==> src/rtl/ahblite_pkg.sv <==
// rtl/ahblite_pkg.sv - AHB-Lite codes, command opcodes and entry layout for fifo_ahb_master
package ahblite_pkg;

  localparam int DATA_W = 36;
  localparam int OP_MSB = 35;
  localparam int OP_LSB = 32;
  localparam int PL_MSB = 31;
  localparam int PL_LSB = 0;

  localparam logic [1:0] HTRANS_IDLE   = 2'b00;
  localparam logic [1:0] HTRANS_NONSEQ = 2'b10;
  localparam logic [2:0] HSIZE_WORD    = 3'b010;
  localparam logic [2:0] HBURST_SINGLE = 3'b000;
  localparam logic       HRESP_OKAY    = 1'b0;
  localparam logic       HRESP_ERROR   = 1'b1;

  localparam logic [3:0] OP_LDA = 4'h1;
  localparam logic [3:0] OP_WR  = 4'h2;
  localparam logic [3:0] OP_RD  = 4'h3;

  typedef enum logic [1:0] {CLS_NOP, CLS_LDA, CLS_WR, CLS_RD} op_class_e;
  typedef enum logic [1:0] {ST_IDLE, ST_ADDR, ST_DATA, ST_ERR} ahbm_state_e;

endpackage

==> src/rtl/fifo_ahb_cmd_dec.sv <==
// rtl/fifo_ahb_cmd_dec.sv - combinational split of a FIFO entry into op class and payload
module fifo_ahb_cmd_dec
  import ahblite_pkg::*;
(
  input  logic [DATA_W-1:0] entry_i,
  output op_class_e         op_cls_o,
  output logic [31:0]       payload_o
);

  logic [3:0] op;

  always_comb begin
    op        = entry_i[OP_MSB:OP_LSB];
    payload_o = entry_i[PL_MSB:PL_LSB];
    op_cls_o  = CLS_NOP;
    case (op)
      OP_LDA:  op_cls_o = CLS_LDA;
      OP_WR:   op_cls_o = CLS_WR;
      OP_RD:   op_cls_o = CLS_RD;
      default: op_cls_o = CLS_NOP;
    endcase
  end

endmodule

==> src/rtl/fifo_ahb_master.sv <==
// rtl/fifo_ahb_master.sv - pops command FIFO entries and issues single AHB-Lite transfers
// AHBM_ERR_STOP_EN: an ERROR response halts popping until err_clr_i.
module fifo_ahb_master
  import ahblite_pkg::*;
#(
  parameter int ADDR_INC = 4
) (
  input  logic              clk,
  input  logic              rst,
  input  logic              rempty_i,
  input  logic [DATA_W-1:0] rdata_i,
  output logic              rfifo_o,
  output logic [31:0]       haddr_o,
  output logic [1:0]        htrans_o,
  output logic              hwrite_o,
  output logic [2:0]        hsize_o,
  output logic [2:0]        hburst_o,
  output logic [31:0]       hwdata_o,
  input  logic              hready_i,
  input  logic              hresp_i,
  input  logic [31:0]       hrdata_i,
  output logic              rd_valid_o,
  output logic [31:0]       rd_data_o,
  input  logic              rd_ready_i,
  output logic              err_o,
  input  logic              err_clr_i
);

  ahbm_state_e state_q, state_d;
  logic [31:0] addr_q, addr_d;
  logic        wr_q, wr_d;
  logic [31:0] pl_q, pl_d;
  logic [31:0] hwdata_q, hwdata_d;
  logic        rd_valid_q, rd_valid_d;
  logic [31:0] rd_data_q, rd_data_d;
  logic        err_q, err_d;
  logic        err_set;
  logic        pop;
  logic        halt;
  op_class_e   cls;
  logic [31:0] payload;

  fifo_ahb_cmd_dec u_dec (
    .entry_i   (rdata_i),
    .op_cls_o  (cls),
    .payload_o (payload)
  );

`ifdef AHBM_ERR_STOP_EN
  logic halt_q, halt_d;

  // A new error wins over a simultaneous clear, matching err_o.
  always_comb begin
    halt_d = err_set | (halt_q & ~err_clr_i);
  end

  always_ff @(posedge clk) begin
    if (rst) begin
      halt_q <= 1'b0;
    end else begin
      halt_q <= halt_d;
    end
  end

  assign halt = halt_q;
`else
  assign halt = 1'b0;
`endif

  always_comb begin
    state_d    = state_q;
    addr_d     = addr_q;
    wr_d       = wr_q;
    pl_d       = pl_q;
    hwdata_d   = hwdata_q;
    rd_valid_d = rd_valid_q;
    rd_data_d  = rd_data_q;
    err_set    = 1'b0;
    pop        = 1'b0;

    if (rd_valid_q && rd_ready_i) begin
      rd_valid_d = 1'b0;
    end

    case (state_q)
      ST_IDLE: begin
        if (!rempty_i && !halt) begin
          case (cls)
            CLS_LDA: begin
              pop    = 1'b1;
              addr_d = {payload[31:2], 2'b00};
            end
            CLS_WR: begin
              wr_d    = 1'b1;
              pl_d    = payload;
              state_d = ST_ADDR;
            end
            CLS_RD: begin
              // Only one unread result can be held, so a new read waits for the consumer.
              if (!rd_valid_q) begin
                wr_d    = 1'b0;
                pl_d    = payload;
                state_d = ST_ADDR;
              end
            end
            default: pop = 1'b1;
          endcase
        end
      end
      ST_ADDR: begin
        if (hready_i) begin
          pop     = 1'b1;
          state_d = ST_DATA;
          if (wr_q) begin
            hwdata_d = pl_q;
          end
        end
      end
      ST_DATA: begin
        if (hresp_i == HRESP_ERROR) begin
          if (hready_i) begin
            err_set = 1'b1;
            state_d = ST_IDLE;
          end else begin
            state_d = ST_ERR;
          end
        end else if (hready_i) begin
          if (!wr_q) begin
            rd_data_d  = hrdata_i;
            rd_valid_d = 1'b1;
          end
          addr_d  = addr_q + 32'(ADDR_INC);
          state_d = ST_IDLE;
        end
      end
      ST_ERR: begin
        if (hready_i) begin
          err_set = 1'b1;
          state_d = ST_IDLE;
        end
      end
      default: state_d = ST_IDLE;
    endcase

    err_d = err_set | (err_q & ~err_clr_i);
  end

  always_ff @(posedge clk) begin
    if (rst) begin
      state_q    <= ST_IDLE;
      addr_q     <= '0;
      wr_q       <= 1'b0;
      pl_q       <= '0;
      hwdata_q   <= '0;
      rd_valid_q <= 1'b0;
      rd_data_q  <= '0;
      err_q      <= 1'b0;
    end else begin
      state_q    <= state_d;
      addr_q     <= addr_d;
      wr_q       <= wr_d;
      pl_q       <= pl_d;
      hwdata_q   <= hwdata_d;
      rd_valid_q <= rd_valid_d;
      rd_data_q  <= rd_data_d;
      err_q      <= err_d;
    end
  end

  assign rfifo_o    = pop & ~rst;
  assign htrans_o   = (state_q == ST_ADDR) ? HTRANS_NONSEQ : HTRANS_IDLE;
  assign haddr_o    = addr_q;
  assign hwrite_o   = (state_q == ST_ADDR) & wr_q;
  assign hsize_o    = HSIZE_WORD;
  assign hburst_o   = HBURST_SINGLE;
  assign hwdata_o   = hwdata_q;
  assign rd_valid_o = rd_valid_q;
  assign rd_data_o  = rd_data_q;
  assign err_o      = err_q;

endmodule

==> config.mk <==
export PLATFORM = sky130hd
export DESIGN_NAME = fifo_ahb_master
export DESIGN_NICKNAME = d
export VERILOG_FILES = /design/src/rtl/ahblite_pkg.sv /design/src/rtl/fifo_ahb_cmd_dec.sv /design/src/rtl/fifo_ahb_master.sv
export SDC_FILE = /design/constraint.sdc
export NUM_CORES = 1
export LEC_CHECK = 0
export CAP_MARGIN = 5
export CORE_ASPECT_RATIO = 1.25
export CORE_MARGIN = 2
export CORE_UTILIZATION = 47
export DETAILED_ROUTE_END_ITERATION = 8
export PLACE_DENSITY = 0.78
export SYNTH_ARGS = -nofsm -noshare
export SYNTH_HDL_FRONTEND = slang
export SYNTH_HIERARCHICAL = 1
export SYNTH_SLANG_ARGS = --single-unit
==> constraint.sdc <==
create_clock -name clk -period 2.3 [get_ports clk]
set_input_delay 0.23 -clock clk [delete_from_list [all_inputs] [get_ports clk]]
set_output_delay 0.23 -clock clk [all_outputs]
set_load 0.01 [all_outputs]
==> impl_metrics.csv <==
group,metric,value,unit
floorplanning,rows,45,
finish,n_antenna_cell,0,
floorplanning,die_area,13310,sq um
finish,final_cells,1082,
synth,synth_cells,769,
synth,yosysTopAreaCell,"dfxtp_1",
clock_tree,hold_buffers,0,
floorplanning,start_util,48.13,%
timing,maxSlewHeadroom,59.51,%
synth,netlist_area,5827,sq um
finish,seqCellArea,2623,sq um
floorplanning,die_width,103.6,um
floorplanning,dieHeight,128.5,um
routing,num_vias,5845,
synth,synth_seq_area_share,45.01,%
finish,drive_gt1_share,8.388,%
finish,areaGrowthSynthToFinish,39.64,%
setup_path,rrSetupSlack,0.19,ns
finish,multiInputGateArea,2691,sq um
clock_tree,clkLatencyLatePin,0.41,ns
routing,drc,0,
finish,layout_commonest_cell,"nand2_1",
floorplanning,core_area,12110,sq um
power_and_ir_drop,ir_drop,0.5034,mV
clock_tree,clockRootBuffer,"clkbuf_16",
setup_path,cp.arrival,1.91,ns
setup_path,crit_fanout,5,
routing,routed_wl,17370,um
routing,first_iter_violations,439,
status,status,"complete, no violations",
setup_path,cp-end-kind,"output pin",
timing,rsz0062_at_grt,"no",
clock_tree,tritoncts,"built",
power_and_ir_drop,finalPower,0.005364,W
place,gp_congestion,0.8967,
synth,synth.top_cell.area_share,45.01,%
power_and_ir_drop,p_leak,2.784,nW
timing,worst_slew_pin_slew,0.6027,ns
synth,async_flop_share,0,%
synth,ys_ff_latch,131,
timing,period_needed,2.137,ns
worst_hold_path,hp-class,"in -> reg",
finish,nFillCells,1037,
finish,final_nets,981,
setup_path,path_class,"in -> out",
global_route,grt_pass1_vias,5604,
routing,detail-route-antenna-nets,0,
synth,synth_edf_count,0,
routing,via_per_inst,5.402,
clock_tree,h-tree-depth,4,
place,portBuffers,173,
timing,fmax,0.4680,GHz
power_and_ir_drop,power_density,659.3,nW/um^2
clock_tree,clk_path_buf_depth,2,
place,dpl.hpwl,12420,um
setup_path,critPathRequiredTime,2.07,ns
synth,avgSynthCellArea,7.577,sq um
global_route,grt_first_pass_wirelength,27540,um
clock_tree,clock_sinks,131,
finish,final_cell_mix,"nand2_1, clkdlybuf4s50_1, dfxtp_1",
timing,fin_crit_sh,92.91,%
clock_tree,clk_pin_slew,0.05,ns
global_route,antenna_found_initial,0,
timing,finalSetupViolCount,0,
routing,firstDrtPassIters,5,
clock_tree,cts_buffers,17,
synth,synth_top_cells_by_area,"dfxtp_1, nand2_1, a21oi_1",
finish,final_util,67.21,%
routing,wl_per_cell,16.05,um
timing,finalHoldViolCount,0,
global_route,grt_max_degree,58,
synth,synth.distinct_cells,51,
global_route,gr-total-overflow,0,
run,drv_cap,0,
synth,synth_warnings,6,
timing,fin_skew,0.007212,ns
floorplanning,boundaryPins,183,
setup_path,cp-start-kind,"primary input",
timing,slew_violations,0,
synth,synth_top_flop_cell,"dfxtp_1",
place,numPlacedInstances,1050,
global_route,grt_util_all_layers,25.87,%
==> metal layers <==
| layer | track usage, % | share of wire (%) | wire [um] | vias to the layer above |
|---|---|---|---|---|
| li1 | - | - | - | 2851 |
| met1 | 28.22 | 38 | 6602 | 2691 |
| met2 | 45.31 | 49 | 8564 | 258 |
| met3 | 8.257 | 8.7 | 1512 | 45 |
| met4 | 13.67 | 4.0 | 686 | 0 |
| met5 | 0 | 0 | 0 | - |
==> Yosys cell counts, drive strengths merged, types with 3 or more instances <==
cell,instances
a32oi,4
or4,4
a31oi,12
or3,3
nor3b,3
buf,58
inv,3
mux2i,3
nand4,9
a21oi,123
nor2,22
a211oi,5
a22oi,4
nor4,9
and2,9
dfxtp,131
and3,8
nand2b,5
o31ai,3
o21a,3
nand3,16
a21o,5
nand2,230
clkbuf,39
o21ai,22
nor3,11
o211ai,3
==> cell families (layout without fill, tap and decap cells) <==
family | Yosys count | count (layout) | synth area share, %
and+or+nand+nor | 338 | 338 | 25.83
AOI/OAI and AO/OA | 194 | 194 | 18.81
DFF | 131 | 131 | 45.01
buffers and inverters | 100 | 242 | 9.491
muxes | 3 | 3 | 0.5154
other | 2 | 9 | 0.1289
adders and majority gates | 1 | 1 | 0.2147
==> worst paths after layout <==
| kind | endpoint | start | cells past startpoint |
|---|---|---|---|
| setup / recovery | rfifo_o | rdata_i[34] | 7 |
| hold / removal | haddr_o[10] | rst | 2 |
| setup reg to reg | rd_data_o[4] | state_q[1] | 6 |
| hold reg to reg | hwdata_o[26] | pl_q[26] | 2 |
==> area by class of cell <==
| class | instances | area share [%] |
|---|---|---|
| flip-flops and latches | 131 | 32.23 |
| clock buffers | 21 | 5.782 |
| well taps | 164 | 2.522 |
| multi-input cells | 545 | 33.08 |
| clock inverters | 11 | 1.553 |
| repair buffers | 207 | 24.70 |
| inverters | 3 | 0.1384 |
==> flip-flops by register name (all words and copies together), names as in the netlist <==
| signal | cells |
|---|---|
| rd_valid_o | 1 |
| hwdata_o | 32 |
| wr_q | 1 |
| state_q | 2 |
| rd_data_o | 32 |
| haddr_o | 30 |
| pl_q | 32 |
| err_o | 1 |
==> worst max-delay path, cell delays in order <==
cell             delay, ns
clkdlybuf4s50_1       0.49
nor3b_1               0.06
buf_4                 0.13
buf_4                 0.14
nand2b_1              0.14
a21oi_1               0.15
clkdlybuf4s50_1       0.57
==> stage by stage <==
| stage | worst slack (ns) | cell area (sq um) | hold slack (ns) | setup TNS [ns] |
|---|---|---|---|---|
| 3_5_place_dp | -0.01910 | 7532 | 0.4444 | -0.03109 |
| 3_3_place_gp | 0.03936 | 7532 | 0.4379 | 0 |
| 5_1_grt | 0.03039 | 8137 | 0.3035 | 0 |
| 4_1_cts | 0.08652 | 8129 | 0.2620 | 0 |
| 2_1_floorplan | 0.4289 | 5853 | 0.3660 | 0 |
| 6_report | 0.1631 | 8137 | 0.2800 | 0 |
==> what timing repair did <==
action / 4_1_cts / 5_1_grt
gates resized for setup: 0 / 2
buffers inserted: 0 / 0
hold endpoints to repair: 0 / 0
setup endpoints to repair: 0 / 1
==> where the power goes <==
part | switching, W | total, W | leakage, nW | internal, W
Sequential | 0.0000273 | 0.00233 | 1.06 | 0.00230
Combinational | 0.000168 | 0.000360 | 1.45 | 0.000193
Clock | 0.000996 | 0.00268 | 0.282 | 0.00168
Total | 0.00119 | 0.00536 | 2.78 | 0.00417
(Power assumes the default switching activity.)
